[src/rtl/ts_sbox_accumulate.sv]
`timescale 1ns/1ps
`default_nettype none
// ============================================================================
// Module   : ts_sbox_accumulate
// Purpose  : Downstream stage of the time-shared, masked PRINCE S-box.
//            Each beat delivers the 14 masked monomials of one subscript as
//            two independent shares. The monomials are registered before any
//            XOR combining, so the register acts as a glitch barrier. Each
//            share then goes through the S-box ANF, and the results are
//            accumulated over NUM_SUBSCRIPTS beats into a 2-share 4-bit
//            S-box output.
// Revision : 1.0 - initial release
// ----------------------------------------------------------------------------
// Ports:
//   clk             in   1   clock, rising edge
//   rst             in   1   asynchronous active-high reset
//   clear           in   1   synchronous abort of the partial accumulation
//   in_valid        in   1   a monomial beat is present
//   mono_share1     in  14   share-1 monomials, bit k-1 = monomial k
//                            (x y z w xy xz xw yz yw zw xyz xyw xzw yzw)
//   mono_share2     in  14   share-2 monomials, same packing
//   busy            out  1   evaluation in progress
//   beat_idx        out BW   index of the next expected beat
//   out_valid       out  1   one-cycle result strobe
//   sbox_out_share1 out  4   result share 1, bit 3 = MSB
//   sbox_out_share2 out  4   result share 2
// ----------------------------------------------------------------------------
// Build option:
//   TS_ACC_ZEROIZE_EN - when defined, the output shares, the monomial register
//                       and the accumulator are wiped once their contents have
//                       been used. When it is undefined, they hold their values.
// ============================================================================
module ts_sbox_accumulate #(
    parameter int          NUM_SUBSCRIPTS = 4,
    parameter logic [14:0] COEF_O1        = 15'h45A7,
    parameter logic [14:0] COEF_O2        = 15'h4B41,
    parameter logic [14:0] COEF_O3        = 15'h2CD2,
    parameter logic [14:0] COEF_O4        = 15'h712B,
    localparam int         BW             = (NUM_SUBSCRIPTS > 1) ? $clog2(NUM_SUBSCRIPTS) : 1
) (
    input  logic          clk,
    input  logic          rst,
    input  logic          clear,
    input  logic          in_valid,
    input  logic [13:0]   mono_share1,
    input  logic [13:0]   mono_share2,
    output logic          busy,
    output logic [BW-1:0] beat_idx,
    output logic          out_valid,
    output logic [3:0]    sbox_out_share1,
    output logic [3:0]    sbox_out_share2
);

    // Index 0 of the packed array holds the coefficients of output bit 1 (LSB).
    localparam logic [3:0][14:0] C_COEF      = {COEF_O4, COEF_O3, COEF_O2, COEF_O1};
    localparam logic [BW-1:0]    C_LAST_BEAT = BW'(NUM_SUBSCRIPTS - 1);
    localparam logic [BW-1:0]    C_ONE       = BW'(1);

    typedef enum logic [0:0] {
        ST_IDLE  = 1'b0,
        ST_ACCUM = 1'b1
    } state_t;

    state_t        r_state;
    state_t        w_state_nxt;

    logic [BW-1:0] r_beat_idx;
    logic          w_accept;
    logic          w_in_last;

    // Stage 1: the monomial register, which is the glitch barrier.
    logic          r_s1_valid;
    logic [BW-1:0] r_s1_beat;
    logic [13:0]   r_m1;
    logic [13:0]   r_m2;

    // Stage 2: the accumulator.
    logic [3:0]    r_acc1;
    logic [3:0]    r_acc2;
    logic          r_done;
    logic          w_s1_first;
    logic          w_s1_last;
    logic [3:0]    w_p1;
    logic [3:0]    w_p2;

    // Output stage.
    logic          r_out_valid;
    logic [3:0]    r_out1;
    logic [3:0]    r_out2;

    // ANF of one share. The constant term is added only when asked for. The
    // caller asks for it on share 1, beat 0 only, so the constant is counted
    // exactly once across all shares and beats.
    function automatic logic [3:0] f_anf(input logic [13:0] m, input logic with_const);
        logic [3:0] p;
        p = '0;
        for (int j = 0; j < 4; j++) begin
            p[j] = (^(C_COEF[j][14:1] & m)) ^ (with_const & C_COEF[j][0]);
        end
        return p;
    endfunction

    assign w_accept  = in_valid & ~clear;
    assign w_in_last = (r_beat_idx == C_LAST_BEAT);

    // ------------------------------------------------------------------
    // Beat tracking FSM: the state register and the beat counter.
    // ------------------------------------------------------------------
    always_ff @(posedge clk or posedge rst) begin
        if (rst) begin
            r_state    <= ST_IDLE;
            r_beat_idx <= '0;
        end else begin
            r_state <= w_state_nxt;
            if (clear) begin
                r_beat_idx <= '0;
            end else if (w_accept) begin
                r_beat_idx <= w_in_last ? '0 : (r_beat_idx + C_ONE);
            end
        end
    end

    always_comb begin
        w_state_nxt = r_state;
        if (clear) begin
            w_state_nxt = ST_IDLE;
        end else if (w_accept) begin
            // The last beat returns the FSM to IDLE. With a single subscript,
            // every beat is the last one, so the FSM never leaves IDLE.
            w_state_nxt = w_in_last ? ST_IDLE : ST_ACCUM;
        end
    end

    // ------------------------------------------------------------------
    // Stage 1: capture the raw monomials. No XOR is applied before this
    // register.
    // ------------------------------------------------------------------
    always_ff @(posedge clk or posedge rst) begin
        if (rst) begin
            r_s1_valid <= 1'b0;
            r_s1_beat  <= '0;
            r_m1       <= '0;
            r_m2       <= '0;
        end else begin
            r_s1_valid <= w_accept;
            if (w_accept) begin
                r_m1      <= mono_share1;
                r_m2      <= mono_share2;
                r_s1_beat <= r_beat_idx;
            end
`ifdef TS_ACC_ZEROIZE_EN
            else if (r_s1_valid) begin
                // Stage 2 has consumed the contents on this edge.
                r_m1 <= '0;
                r_m2 <= '0;
            end
`endif
        end
    end

    // ------------------------------------------------------------------
    // Stage 2: per-share ANF and accumulation. Each share uses only its own
    // bits.
    // ------------------------------------------------------------------
    assign w_s1_first = (r_s1_beat == '0);
    assign w_s1_last  = (r_s1_beat == C_LAST_BEAT);
    assign w_p1       = f_anf(r_m1, w_s1_first);
    assign w_p2       = f_anf(r_m2, 1'b0);

    always_ff @(posedge clk or posedge rst) begin
        if (rst) begin
            r_acc1 <= '0;
            r_acc2 <= '0;
            r_done <= 1'b0;
        end else if (clear) begin
            r_acc1 <= '0;
            r_acc2 <= '0;
            r_done <= 1'b0;
        end else begin
            r_done <= r_s1_valid & w_s1_last;
            if (r_s1_valid) begin
                r_acc1 <= w_s1_first ? w_p1 : (r_acc1 ^ w_p1);
                r_acc2 <= w_s1_first ? w_p2 : (r_acc2 ^ w_p2);
            end
`ifdef TS_ACC_ZEROIZE_EN
            else if (r_done) begin
                // The final value is handed to the output stage on this edge.
                r_acc1 <= '0;
                r_acc2 <= '0;
            end
`endif
        end
    end

    // ------------------------------------------------------------------
    // Output stage. A clear on this edge suppresses the pending strobe,
    // and the output shares keep their previous values.
    // ------------------------------------------------------------------
    always_ff @(posedge clk or posedge rst) begin
        if (rst) begin
            r_out_valid <= 1'b0;
            r_out1      <= '0;
            r_out2      <= '0;
        end else begin
            r_out_valid <= r_done & ~clear;
            if (r_done & ~clear) begin
                r_out1 <= r_acc1;
                r_out2 <= r_acc2;
            end
`ifdef TS_ACC_ZEROIZE_EN
            else if (r_out_valid) begin
                r_out1 <= '0;
                r_out2 <= '0;
            end
`endif
        end
    end

    // Busy spans the first accepted beat up to the output strobe, and it
    // includes beats still in flight in the pipeline.
    assign busy            = (r_state == ST_ACCUM) | r_s1_valid | r_done;
    assign beat_idx        = r_beat_idx;
    assign out_valid       = r_out_valid;
    assign sbox_out_share1 = r_out1;
    assign sbox_out_share2 = r_out2;

endmodule
`default_nettype wire

[config.mk]
export PLATFORM = sky130hd
export DESIGN_NAME = ts_sbox_accumulate
export DESIGN_NICKNAME = d
export VERILOG_FILES = /design/src/rtl/ts_sbox_accumulate.sv
export SDC_FILE = /design/constraint.sdc
export NUM_CORES = 1
export LEC_CHECK = 0
export CAP_MARGIN = 20
export CORE_MARGIN = 2
export CORE_UTILIZATION = 40
export DETAILED_ROUTE_END_ITERATION = 6
export SLEW_MARGIN = 0
export SYNTH_ARGS = -nofsm -noshare
export SYNTH_HDL_FRONTEND = slang
export SYNTH_SLANG_ARGS = --single-unit
[constraint.sdc]
create_clock -name clk -period 1.7 [get_ports clk]
set_input_delay 0.34 -clock clk [delete_from_list [all_inputs] [get_ports clk]]
set_output_delay 0.34 -clock clk [all_outputs]
set_load 0.01 [all_outputs]
==> flow_summary.toml, run 1 <==
[setup_path]
cp.depth = 2
cp-startpoint = "r_done"
cp-start-kind = "register"
reg2reg_from = "r_m2[13]"
path_max_fanout = 2
path_buf_inv = 1
critPathMaxStageDelay_ns = 0.39
path_cells = "or3_1 -> clkdlybuf4s15_1"
cp.required_ns = 1.36
r2r-end = "r_acc2[3]"
end_kind = "output port"
cp_top_family = "flip-flops"
rrSetupSlack_ns = 0.08
ff2ff_path_depth = 6
critPathKind = "reg2out"
critPathCapture = "busy"
slowest_stage = "dfrtp_1"
crit_arrival_ns = 1.30

[route]
drc = 0
postRouteAntennaNets = 0
vias = 1563
finalWirelength_mm = 4.40
dr.pass1.iters = 4
drt_iter0_drc = 72
post_drt_wl_per_cell_um = 14.0
viasPerCell = 4.98

[yosys]
synth.distinct_cells = 31
synth_edf_count = 0
synth.most_common_cell = "dfrtp_1"
ys_ff_latch = 52
syn-cell-area_um2 = 2430
yosys.area.top_type = "dfrtp_1"
synthTopCellsByCount = "dfrtp_1, mux2_2, xnor2_1"
synth_fp_nets = 218
synth.area.top_cells = "dfrtp_1, mux2_2, xnor2_1"
avgSynthCellArea_um2 = 13.2
synth_top_area_share = 0.535
postSynthCellCount = 185
synth_seq_area_share = 0.535
async_flop_share = 1.00
yosys_warnings = 0
ys.flop_type = "dfrtp_1"

[place]
routabilityCongestion = 0.704
hpwl_mm = 3.26
place_area_um2 = 3020
numPortBuffers = 43

[clocking]
cts_tree = "done"
cts_made_buffers = 5
path_clk_slew_ns = 0.08
cts_root_buffer = "clkbuf_8"
clock-sinks = 52
hold_buffers = 0
insertion_delay_ns = 0.29
cts_max_level = 2
ctsLongestPathBuffers = 2

[pwr]
power_mw = 3.58
p_leak_nw = 1.37
powerDensity_nw_per_um2 = 1120
vdd_drop_max_uv = 472

[timing]
relSlewSlack = 0.732
period_minus_slack_ns = 1.64
timing.final.max_slew_violations = 0
fin_crit_sh = 0.963
fin_skew_ns = 0.00345
tightest_slew_ns = 0.401
timing.final.hold_violations = 0
rsz0062_at_grt = "yes"
setup-violations-final = 0
timing.fmax_mhz = 611

[global_routing]
antenna_found_initial = 0
grt_pass1_vias = 1639
grt_pass1_wl_mm = 7.39
grt_use_total = 0.145
overflow = 0
grt_start_max_net_pins = 53

[worst_hold_path]
hold_class = "in2async"

[die]
core_um2 = 5890
dieArea_um2 = 6720
die_x_um = 82
ios = 44
row_count = 28
start_util = 0.413
die_h_um = 82

[outcome]
status = "completed"

[run]
cap_viol_max_count = 0

[finish]
fin_nets = 272
diodes = 0
drive_above_1_share = 0.301
syn_to_final_growth_pct = 31.5
final_cell_area_um2 = 3200
[per-stage QoR]
step                setup WS [ns]   TNS, ns  instances  hold slack [ns]  utilization
floorplan                   0.102         0        185            0.430            -
global placement         -0.00116  -0.00289        303            0.487        0.512
detailed placement        -0.0165   -0.0949        303            0.494        0.512
CTS                      0.000834         0        310            0.416        0.528
global route              -0.0415   -0.0596        314            0.428        0.544
finish                     0.0625         0        314            0.399        0.544
[registers in the layout (all words and copies together) (netlist names), 2 cells and up]
signal	count
r_acc1	4
r_s1_beat	2
sbox_out_share1	4
r_acc2	4
sbox_out_share2	4
r_m2	14
beat_idx	2
r_m1	14
[cell usage in the layout (no fill, tap or decap), drive strengths merged, types with 3 or more instances in the layout]
master,instances
a31oi,4
clkbuf,7
o21ai,3
nor3b,3
mux2i,4
inv,3
nor2,10
buf,13
mux2,39
clkdlybuf4s50,42
xor2,7
nor2b,3
xnor2,25
dfrtp,52
[worst min path at each step]
| stage | startpoint | endpoint | cells past startpoint |
|---|---|---|---|
| global placement | sbox_out_share2[1] | sbox_out_share2[1] | 1 |
| detailed placement | sbox_out_share2[1] | sbox_out_share2[1] | 1 |
| global route | rst | r_m2[7] | 3 |
| finish | rst | r_m2[10] | 3 |
| floorplan | in_valid | r_state | 1 |
| CTS | rst | r_m2[5] | 3 |
[layout make-up]
class,count,area (µm²)
inverters,3,11.3
fillers,515,2690
clock buffers,7,96.3
repair buffers,56,553
multi-input cells,121,1140
well taps,75,93.8
flip-flops and latches,52,1300
[repair_timing]
action / in CTS / in global routing
pin swaps: 0 / 7
endpoints found under the setup margin: 1 / 4
buffers inserted: 0 / 4
resized for setup: 1 / 9
[logic make-up (layout without fill, tap and decap cells)]
kind of cell             Yosys count  in the layout  synth area share
flip-flops                        52             52             0.535
multiplexers                      43             43             0.197
XOR/XNOR                          33             33             0.131
AND/OR/NAND/NOR                   27             27            0.0643
AO/OA/AOI/OAI                     17             17            0.0483
buffers and inverters             12             66            0.0200
adder cells (fa/ha/maj)            1              1           0.00514
[tightest hold or removal path, delay by kind of cell]
| kind | cells | cell delay (ns) |
|---|---|---|
| buf+inv | 3 | 0.73 |
[routing by layer]
layer	GRT usage	up-vias	routed length, µm
met4	0.0550	0	46
met2	0.248	34	2320
met3	0.0231	4	194
met1	0.185	775	1840
met5	0	-	0
li1	-	750	-
[power by group]
group          total (mW)  internal [mW]  leakage, nW  switching (mW)
Sequential           1.61           1.43        0.653           0.176
Clock               0.737          0.363       0.0503           0.373
Combinational        1.23          0.712        0.669           0.522
Total                3.58           2.51         1.37            1.07
No activity file was read; power rests on OpenSTA's default activity.
==> inputs of run 2 (changes only) <==
- clock period: 1.7 -> 1.6 ns (I/O delays scaled with it)
==> flow_summary.toml, run 2 (synthesis gave the netlist of run 1 again) <==
[outcome]
status = "finished, violations left"
violations = "negative setup slack"

[pwr]
p_leak_nw = 1.43
powerDensity_nw_per_um2 = 1270
vdd_drop_max_uv = 480
power_mw = 4.22

[route]
viasPerCell = 4.93
dr.pass1.iters = 4
finalWirelength_mm = 4.45
drt_iter0_drc = 80
drc = 0
post_drt_wl_per_cell_um = 13.9
vias = 1576
postRouteAntennaNets = 0

[setup_path]
path_max_fanout = 3
crit_top_cell = "xnor2_2"
end_kind = "register"
cp.required_ns = 1.81
cp-start-kind = "register"
path_cells = "xnor2_2 -> buf_4 -> xnor2_2 -> xnor2_2 -> a31o_2 -> a311oi_1"
crit_arrival_ns = 1.81
critPathMaxStageDelay_ns = 0.41
slowest_stage = "dfrtp_1"
critPathKind = "reg2reg"

[timing]
period_minus_slack_ns = 1.60
holdWs_ns = 0.347
timing.final.max_slew_violations = 0
rsz0062_at_grt = "yes"
timing.final.hold_violations = 0
tightest_slew_ns = 0.415
relSlewSlack = 0.722
worst_slack_ns = -0.00473
setup-violations-final = 1
fin_crit_sh = 1.00
fin_skew_ns = 0.00419
timing.fmax_mhz = 623

[die]
die_x_um = 82
ios = 44
row_count = 28
core_um2 = 5890
start_util = 0.413
dieArea_um2 = 6720
die_h_um = 82

[place]
hpwl_mm = 3.20
routabilityCongestion = 0.704
place_ws_ns = -0.0884
numPortBuffers = 43
place_area_um2 = 3050
dp.cells = 308

[finish]
diodes = 0
final_cell_mix = "dfrtp_1, clkdlybuf4s50_1, mux2_2"
syn_to_final_growth_pct = 36.5
top_regs = "r_m1 (14), r_m2 (14)"
final_cells = 320
drive_above_1_share = 0.355
final_common_cell = "dfrtp_1"
final_cell_area_um2 = 3320
fin_nets = 277

[clocking]
hold_buffers = 0
cts_tree = "done"
insertion_delay_ns = 0.30
cts_root_buffer = "clkbuf_8"
cts_max_level = 2
clock-sinks = 52
ctsLongestPathBuffers = 2
path_clk_slew_ns = 0.09
cts_made_buffers = 5

[run]
cap_viol_max_count = 0

[global_routing]
grt_start_max_net_pins = 53
grt_use_total = 0.145
overflow = 0
grt_pass1_wl_mm = 7.46
grt_pass1_vias = 1669
antenna_found_initial = 0

[worst_hold_path]
hold_class = "in2async"
run 2: through the flow:
stage / TNS [ns] / utilization
floorplan: 0 / -
global placement: -2.66 / 0.519
detailed placement: -2.69 / 0.519
CTS: -0.0186 / 0.548
global route: -0.224 / 0.564
finish: -0.00473 / 0.564
run 2: critical path: cells and delay by family (launching register included):
| kind | cells | cell delay, ns |
|---|---|---|
| flip-flops | 1 | 0.41 |
| XOR/XNOR | 3 | 0.50 |
| buffers and inverters | 1 | 0.17 |
| AO/OA/AOI/OAI | 2 | 0.44 |
run 2: per-layer routing:
metal  wire length [µm]  part of all wire  global-route usage  vias to the layer above
met5                  0                 0                   0                        -
met4                 43            0.0097              0.0450                        0
met3                174             0.039              0.0330                        5
met2               2270              0.51               0.257                       32
met1               1960              0.44               0.176                      779
li1                   -                 -                   -                      760
run 2: area by class of cell:
| type | instances | area [µm²] |
|---|---|---|
| multi-input cells | 121 | 1200 |
| repair buffers | 61 | 586 |
| clock buffers | 7 | 96.3 |
| inverters | 3 | 11.3 |
| fillers | 506 | 2560 |
| flip-flops and latches | 52 | 1300 |
| well taps | 75 | 93.8 |
| clock inverters | 1 | 30.0 |
run 2: where the power goes:
part	switching (mW)	total, mW	internal, mW
Clock	0.419	0.971	0.552
Sequential	0.191	1.71	1.52
Combinational	0.637	1.54	0.900
run 2: final timing paths:
path | from | endpoint | slack [ns] | depth (start not counted)
max reg2reg | r_m1[13] | r_acc1[1] | -0.005 | 6
min | rst | r_m2[3] | 0.35 | 3
max in group asynchronous | rst | r_m1[6] | 0.99 | 3
min in group clk | sbox_out_share1[3] | sbox_out_share1[3] | 0.51 | 1
min reg2reg | sbox_out_share1[3] | sbox_out_share1[3] | 0.51 | 1
max | r_m1[13] | r_acc1[1] | -0.005 | 6
run 2: timing repair:
| action | in CTS | in global routing |
|---|---|---|
| endpoints found under the setup margin | 6 | 7 |
| gates cloned | 0 | 0 |
| setup buffers | 2 | 2 |
| gates resized for setup | 10 | 14 |
| pin swaps | 5 | 10 |
